### src/rtl/simd_dot3_mac.sv
// simd_dot3_mac: 3-element unsigned dot-product MAC fed by the SIMD register file read ports.
// Optional saturating accumulation with a sticky ovf flag when SIMD_DOT3_SATURATE_EN is defined.
`timescale 1ns/1ps

module simd_dot3_mac #(
    parameter int NUM_BEATS = 3,
    parameter int ACC_W     = 20
) (
    input  logic             clk,
    input  logic             rst,
    input  logic             start,
    input  logic             in_valid,
    output logic             in_ready,
    input  logic [7:0]       a0,
    input  logic [7:0]       a1,
    input  logic [7:0]       a2,
    input  logic [7:0]       b0,
    input  logic [7:0]       b1,
    input  logic [7:0]       b2,
    output logic             out_valid,
    input  logic             out_ready,
    output logic [ACC_W-1:0] result,
    output logic             busy,
    output logic             ovf
);

    typedef enum logic [1:0] {
        S_IDLE,
        S_ACC,
        S_DRAIN,
        S_DONE
    } state_t;

    state_t            state_q, state_d;
    logic [3:0]        cnt_q, cnt_d;
    logic [17:0]       prod_q;
    logic              p_valid_q;
    logic [ACC_W-1:0]  acc_q;
    logic [ACC_W-1:0]  result_q;
    logic [ACC_W-1:0]  acc_nxt;
    logic              accept;
    logic              clr;

    // Each 8x8 product fits 16 bits; the three-term sum peaks at 195075, inside 18 bits.
    function automatic logic [17:0] dot3(input logic [7:0] x0, input logic [7:0] x1,
                                         input logic [7:0] x2, input logic [7:0] y0,
                                         input logic [7:0] y1, input logic [7:0] y2);
        logic [15:0] m0, m1, m2;
        m0 = x0 * y0;
        m1 = x1 * y1;
        m2 = x2 * y2;
        return {2'b00, m0} + {2'b00, m1} + {2'b00, m2};
    endfunction

`ifdef SIMD_DOT3_SATURATE_EN
    logic              ovf_q;
    logic              ovf_hit;
    logic [ACC_W:0]    sat_res;

    // Returns {overflowed, clamped sum}.
    function automatic logic [ACC_W:0] sat_add(input logic [ACC_W-1:0] acc,
                                               input logic [17:0] p);
        logic [ACC_W:0] sum;
        sum = {1'b0, acc} + (ACC_W+1)'(p);
        if (sum[ACC_W]) begin
            return {1'b1, {ACC_W{1'b1}}};
        end
        return sum;
    endfunction

    assign sat_res = sat_add(acc_q, prod_q);
    assign acc_nxt = sat_res[ACC_W-1:0];
    assign ovf_hit = sat_res[ACC_W];
    assign ovf     = ovf_q;

    always_ff @(posedge clk or posedge rst) begin
        if (rst) begin
            ovf_q <= 1'b0;
        end else if (clr) begin
            ovf_q <= 1'b0;
        end else if (p_valid_q && ovf_hit) begin
            ovf_q <= 1'b1;
        end
    end
`else
    function automatic logic [ACC_W-1:0] wrap_add(input logic [ACC_W-1:0] acc,
                                                  input logic [17:0] p);
        return acc + ACC_W'(p);
    endfunction

    assign acc_nxt = wrap_add(acc_q, prod_q);
    assign ovf     = 1'b0;
`endif

    assign in_ready  = (state_q == S_ACC);
    assign out_valid = (state_q == S_DONE);
    assign busy      = (state_q != S_IDLE);
    assign result    = result_q;
    assign accept    = in_valid && in_ready;

    always_comb begin
        state_d = state_q;
        cnt_d   = cnt_q;
        clr     = 1'b0;
        unique case (state_q)
            S_IDLE: begin
                if (start) begin
                    state_d = S_ACC;
                    cnt_d   = 4'd0;
                    clr     = 1'b1;
                end
            end
            S_ACC: begin
                if (accept) begin
                    cnt_d = cnt_q + 4'd1;
                    if (cnt_q == 4'(NUM_BEATS - 1)) begin
                        state_d = S_DRAIN;
                    end
                end
            end
            S_DRAIN: begin
                state_d = S_DONE;
            end
            S_DONE: begin
                if (out_ready) begin
                    state_d = S_IDLE;
                end
            end
            default: begin
                state_d = S_IDLE;
            end
        endcase
    end

    // Stage 1 registers the dot product; stage 2 folds it into acc and mirrors it to result.
    always_ff @(posedge clk or posedge rst) begin
        if (rst) begin
            state_q   <= S_IDLE;
            cnt_q     <= 4'd0;
            prod_q    <= '0;
            p_valid_q <= 1'b0;
            acc_q     <= '0;
            result_q  <= '0;
        end else begin
            state_q   <= state_d;
            cnt_q     <= cnt_d;
            p_valid_q <= accept;
            if (accept) begin
                prod_q <= dot3(a0, a1, a2, b0, b1, b2);
            end
            if (clr) begin
                acc_q <= '0;
            end else if (p_valid_q) begin
                acc_q <= acc_nxt;
            end
            // result is left alone by start so it keeps the previous job's value in IDLE.
            if (p_valid_q) begin
                result_q <= acc_nxt;
            end
        end
    end

endmodule
### config.mk
export PLATFORM = sky130hd
export DESIGN_NAME = simd_dot3_mac
export DESIGN_NICKNAME = d
export VERILOG_FILES = /design/src/rtl/simd_dot3_mac.sv
export SDC_FILE = /design/constraint.sdc
export NUM_CORES = 1
export LEC_CHECK = 0
export BUFFER_PORTS_ARGS = -buffer_cell sky130_fd_sc_hd__buf_2
export CAP_MARGIN = 20
export CORE_MARGIN = 5
export CORE_UTILIZATION = 45
export DETAILED_ROUTE_END_ITERATION = 8
export GPL_TIMING_DRIVEN = 0
export PLACE_DENSITY = 0.65
export SLEW_MARGIN = 10
export SYNTH_ARGS = -nofsm -noshare
export SYNTH_HDL_FRONTEND = slang
export SYNTH_SLANG_ARGS = --single-unit
### constraint.sdc
create_clock -name clk -period 2.4 [get_ports clk]
set_input_delay 0 -clock clk [delete_from_list [all_inputs] [get_ports clk]]
set_output_delay 0 -clock clk [all_outputs]
set_load 0.01 [all_outputs]
After elaboration in Yosys (flattened, before gate mapping)
Cells that the tools add are included.
{"block": "op_classes", "n_mul": 3, "reduce_logical": 7, "n_eq_ne": 8, "n_addsub": 4, "muxes": 12}
{"op": "$mul 8x8->16", "n": 3}
{"op": "$mux 20", "n": 2}
{"op": "$add 20x18->20", "n": 1}
{"op": "$add 17x16->18", "n": 1}
{"op": "$add 16x16->17", "n": 1}
{"op": "$mux 2", "n": 4}
{"op": "$mux 4", "n": 2}
{"op": "$pmux 2 s4", "n": 1}
{"op": "$pmux 4 s2", "n": 1}
{"op": "$ne 2x1->1 const B", "n": 3}
{"op": "$reduce_bool 2->1", "n": 3}
{"op": "$add 4x1->4 const B", "n": 1}
{"op": "$eq 2x2->1 const B", "n": 2}
{"op": "$eq 4x2->1 const B", "n": 1}
{"op": "$reduce_and 4->1", "n": 1}
{"op": "$reduce_and 3->1", "n": 1}
{"op": "$eq 2x1->1 const B", "n": 1}
{"op": "$logic_not 2->1", "n": 1}
{"op": "$mux 1", "n": 2}
{"op": "$ne 2x2->1 const B", "n": 1}
{"op": "$logic_and 1x1->1", "n": 1}
{"block": "totals", "regBits": 65, "input_bits": 53, "output_inout_bits": 24, "elab_cells": 40}

Logic depth before layout (Yosys ltp)
{"block": "logic_depth", "depth_word": 4, "depth_mapped": 22, "ltp_nobuf": 22}

Least setup slack after synthesis
OpenSTA, ideal clock, no wires.
{"block": "synth_timing", "kind": "input port to flip-flop", "start": "input port b0[0]", "end": "register prod_q[17]", "cell_stages": 19, "setup_ns": 0.087, "required_ns": 2.313, "n_path_buf": 0, "t_arrival_ns": 5.433, "path_slack_ns": -3.120, "path_cell_list": "and2_1 fa_1 inv_1 fa_1 fa_1 fa_1 inv_1 fa_1 inv_1 fa_1 inv_1 fa_1 ha_1 nor2b_1 o31ai_1 a211oi_1 a211o_1 a311o_1 o211ai_1"}
{"block": "synth_between", "elab_chain_len": 3}
{"item": "start, declared", "line": "17", "rtl": "input logic [7:0] b0,"}
{"item": "$mul 8x8->16", "line": "49", "rtl": "m0 = x0 * y0;"}
{"item": "$add 16x16->17", "line": "52", "rtl": "return {2'b00, m0} + {2'b00, m1} + {2'b00, m2};"}
{"item": "$add 17x16->18", "line": "52"}
{"item": "end signal, assigned", "line": "149", "rtl": "prod_q <= dot3(a0, a1, a2, b0, b1, b2);"}
{"item": "end, declared", "line": "36", "rtl": "logic [17:0] prod_q;"}
Every way passes these cells.
A chain may end at the register's enable or synchronous reset.

Worst setup path after layout
{"block": "layout_timing", "start": "input port b2[0]", "end": "register prod_q[17]"}
{"block": "layout_between", "elab_chain_len": 2}
{"item": "start, declared", "line": "19", "rtl": "input logic [7:0] b2,"}
{"item": "$mul 8x8->16", "line": "51", "rtl": "m2 = x2 * y2;"}
{"item": "$add 17x16->18", "line": "52"}
Every way passes these cells.

==> flow_summary.ini <==
[yosys]
synth-simple-area-share = 0.162
synth-async-reset-ratio = 1.00
synth_edf_count = 0
synth_top_family_by_area = adder cells
post_synth_instance_area_um2 = 10500
syn_area_per_cell_um2 = 9.18
synth-main-ff-cell = dfrtp_1
synth.area.mux_share = 0.00727
synth-compound-area-share = 0.101
mappedNetlistNets = 1482
synth_xor_area_frac = 0.0142
synth_cell_types = 65
ys_ff_latch = 65
ys_seq_area_frac = 0.155
synth_fa_ha_area_frac = 0.457
synthCells = 1143
ys_warn_count = 0

[die]
die-area_um2 = 26500
core_region_area_um2 = 22800
start_util = 0.461
rows = 55
io_pins = 77
die_w_um = 163
fp.dieH_um = 163

[worst_setup_path]
r2r_start = prod_q[0]
critPathKind = in2reg
slowest_stage = fa_1
critical_path.most_common_cell = fa_1
reg2regPathDepth = 9
arrival_ps = 5430
cpPeakStageDelay_ps = 550
cp_cell_sequence = buf_2, and2_1, fa_2, inv_1, fa_1, fa_2, fa_1, inv_1, fa_1, fa_1, inv_1, fa_1, inv_2, ha_4, or2_4, a21oi_2, a211oi_2, a211o_1, a311o_1, o211ai_1
required_ps = 2650
path_max_fanout = 8
r2r_setup_slack_ps = 100
rr_endpoint = acc_q[18]
cp-end-kind = register
start_kind = primary input

[routing]
routed_wl_mm = 23.8
drt_iter0_drc = 380
ant_nets = 0
dr.pass1.iters = 5
vias = 7731
routed_via_density = 4.95
wl_per_cell_um = 15.2
drc = 0

[worst_hold_path]
hold_end = cnt_q[1]
hold_depth = 5
worst_hold_path_type = in2reg
hold_start = start

[clock_tree]
root_buffer = clkbuf_16
ctsLongestPathBuffers = 2
cts.sinks = 65
numCtsBuffers = 9
cts_tree = built
clkTransAtPathRegs_ps = 50
worstSkewPairLatency_ps = 340
ctsHtreeMaxLevel = 3

[status]
status = complete, but fails checks
violations = negative setup slack

[sta]
worst_pin_slew_ps = 790
final_hold_viol_count = 0
setup_viol = 16
setup_ws_ps = -2780
period_minus_slack_ps = 5180
fin_crit_sh = 2.16
finalClockSkew_ps = 8.14
rsz0062_at_grt = yes
hold_slack_ps = 80.3
slew_headroom = 0.473
maxSlewViolCount = 0
fmax_mhz = 193

[place]
place_ws_ps = -3310
hpwl_mm = 20.3
finalWeightedCongestion = 0.932
portBuffers = 75
placed_area_um2 = 11400

[global_routing]
grt_overflow_total = 0
grt_max_degree = 66
antenna_found_initial = 0
first_global_vias = 8175
grt_pass1_wl_mm = 40.5
track_usage = 0.186

[final_layout]
final_layout_size_suffix_gt1_frac = 0.186
diodes = 0
regArea_um2 = 1630
final_design_area_no_fill_um2 = 12500
area_growth_syn_to_layout_pct = 19.6
multi_input_area_um2 = 8340
layout.nets = 1584
fill_cells = 2035

[flow_run]
cap_violations = 0
## worst max path at each step
| stage | from | end | slack (ps) | depth (start not counted) |
|---|---|---|---|---|
| floorplan | a0[3] | prod_q[17] | -2820 | 19 |
| global placement | a0[3] | prod_q[17] | -3220 | 20 |
| detailed placement | a0[3] | prod_q[17] | -3310 | 20 |
| CTS | a0[5] | prod_q[17] | -2790 | 20 |
| global route | b0[0] | prod_q[17] | -2940 | 20 |
| finish | b2[0] | prod_q[17] | -2780 | 20 |
## cells in the mapped netlist (12+ instances only)
| cell | instances | area, µm² |
|---|---|---|
| a21o_1 | 13 | 97.6 |
| and2_1 | 136 | 851 |
| inv_1 | 263 | 987 |
| clkbuf_1 | 13 | 48.8 |
| nor2_1 | 14 | 52.6 |
| a21oi_1 | 30 | 150 |
| fa_1 | 162 | 3240 |
| o21ai_0 | 52 | 260 |
| nor3_1 | 12 | 60.1 |
| nand2_1 | 116 | 435 |
| ha_1 | 124 | 1550 |
| dfrtp_1 | 65 | 1630 |
## layout make-up
cell class	count	share of cell area
Tap cell	313	0.0312
Timing Repair Buffer	92	0.0624
Inverter	264	0.0792
Buffer	16	0.00678
Multi-Input combinational cell	797	0.665
Clock buffer	12	0.0196
Clock inverter	4	0.00608
Sequential cell	65	0.130
## layout by cell type, fill, tap and decap left out, drive strengths merged, types with 3 or more instances in the layout
cell type,synthesis,routed
a211oi,6,6
a21o,15,15
a21oi,30,30
a31oi,6,6
and2,137,137
and3,7,7
buf,2,87
clkbuf,15,32
dfrtp,65,65
fa,162,162
ha,124,124
inv,264,264
mux2,5,5
nand2,116,116
nand2b,7,7
nand3,6,6
nand3b,4,4
nand4,3,3
nor2,14,14
nor3,12,12
o211ai,9,9
o21a,9,9
o21ai,52,52
o31ai,7,7
or3,6,6
xnor2,8,8
xor2,9,9
## sequential cells by signal (all words and copies together) (netlist names)
signal / count
acc_q: 20
prod_q: 18
result: 20
cnt_q: 4
state_q: 2
p_valid_q: 1
## metal layers
layer / vias to the layer above / global-route usage / part of all wire
met4: 0 / 0.0343 / 0.011
met2: 138 / 0.334 / 0.51
met5: - / 0 / 0
li1: 3776 / - / -
met1: 3794 / 0.244 / 0.45
met3: 23 / 0.0235 / 0.036
## per-stage QoR
stage | TNS (ps) | utilization | cells
floorplan | -36250 | - | 1143
CTS | -35610 | 0.540 | 1555
detailed placement | -43970 | 0.502 | 1531
global route | -38210 | 0.551 | 1563
global placement | -43700 | 0.502 | 1531
finish | -35770 | 0.551 | 1563
## critical path, delay by kind of cell
kind | cells | cell delay, ps
fa+ha+maj | 8 | 3670
compound gates | 5 | 940
buf+inv | 5 | 370
simple gates | 2 | 420
## cell families after synthesis
family / after synthesis
adder cells (fa/ha/maj): 286
other: 1
XOR/XNOR: 17
AO/OA/AOI/OAI: 163
multiplexers: 7
buffers and inverters: 281
flip-flops: 65
AND/OR/NAND/NOR: 323
## repair_timing
item	CTS	global route
hold buffers	1	0
endpoints found under the setup margin	24	30
buffers inserted	7	9
pin swaps	66	49
gates resized for setup	131	51
hold endpoints to repair	65	0
Power is left out: the tool's default activity adds up to more than one toggle a clock period on the data nets, which glitch-free logic cannot reach.
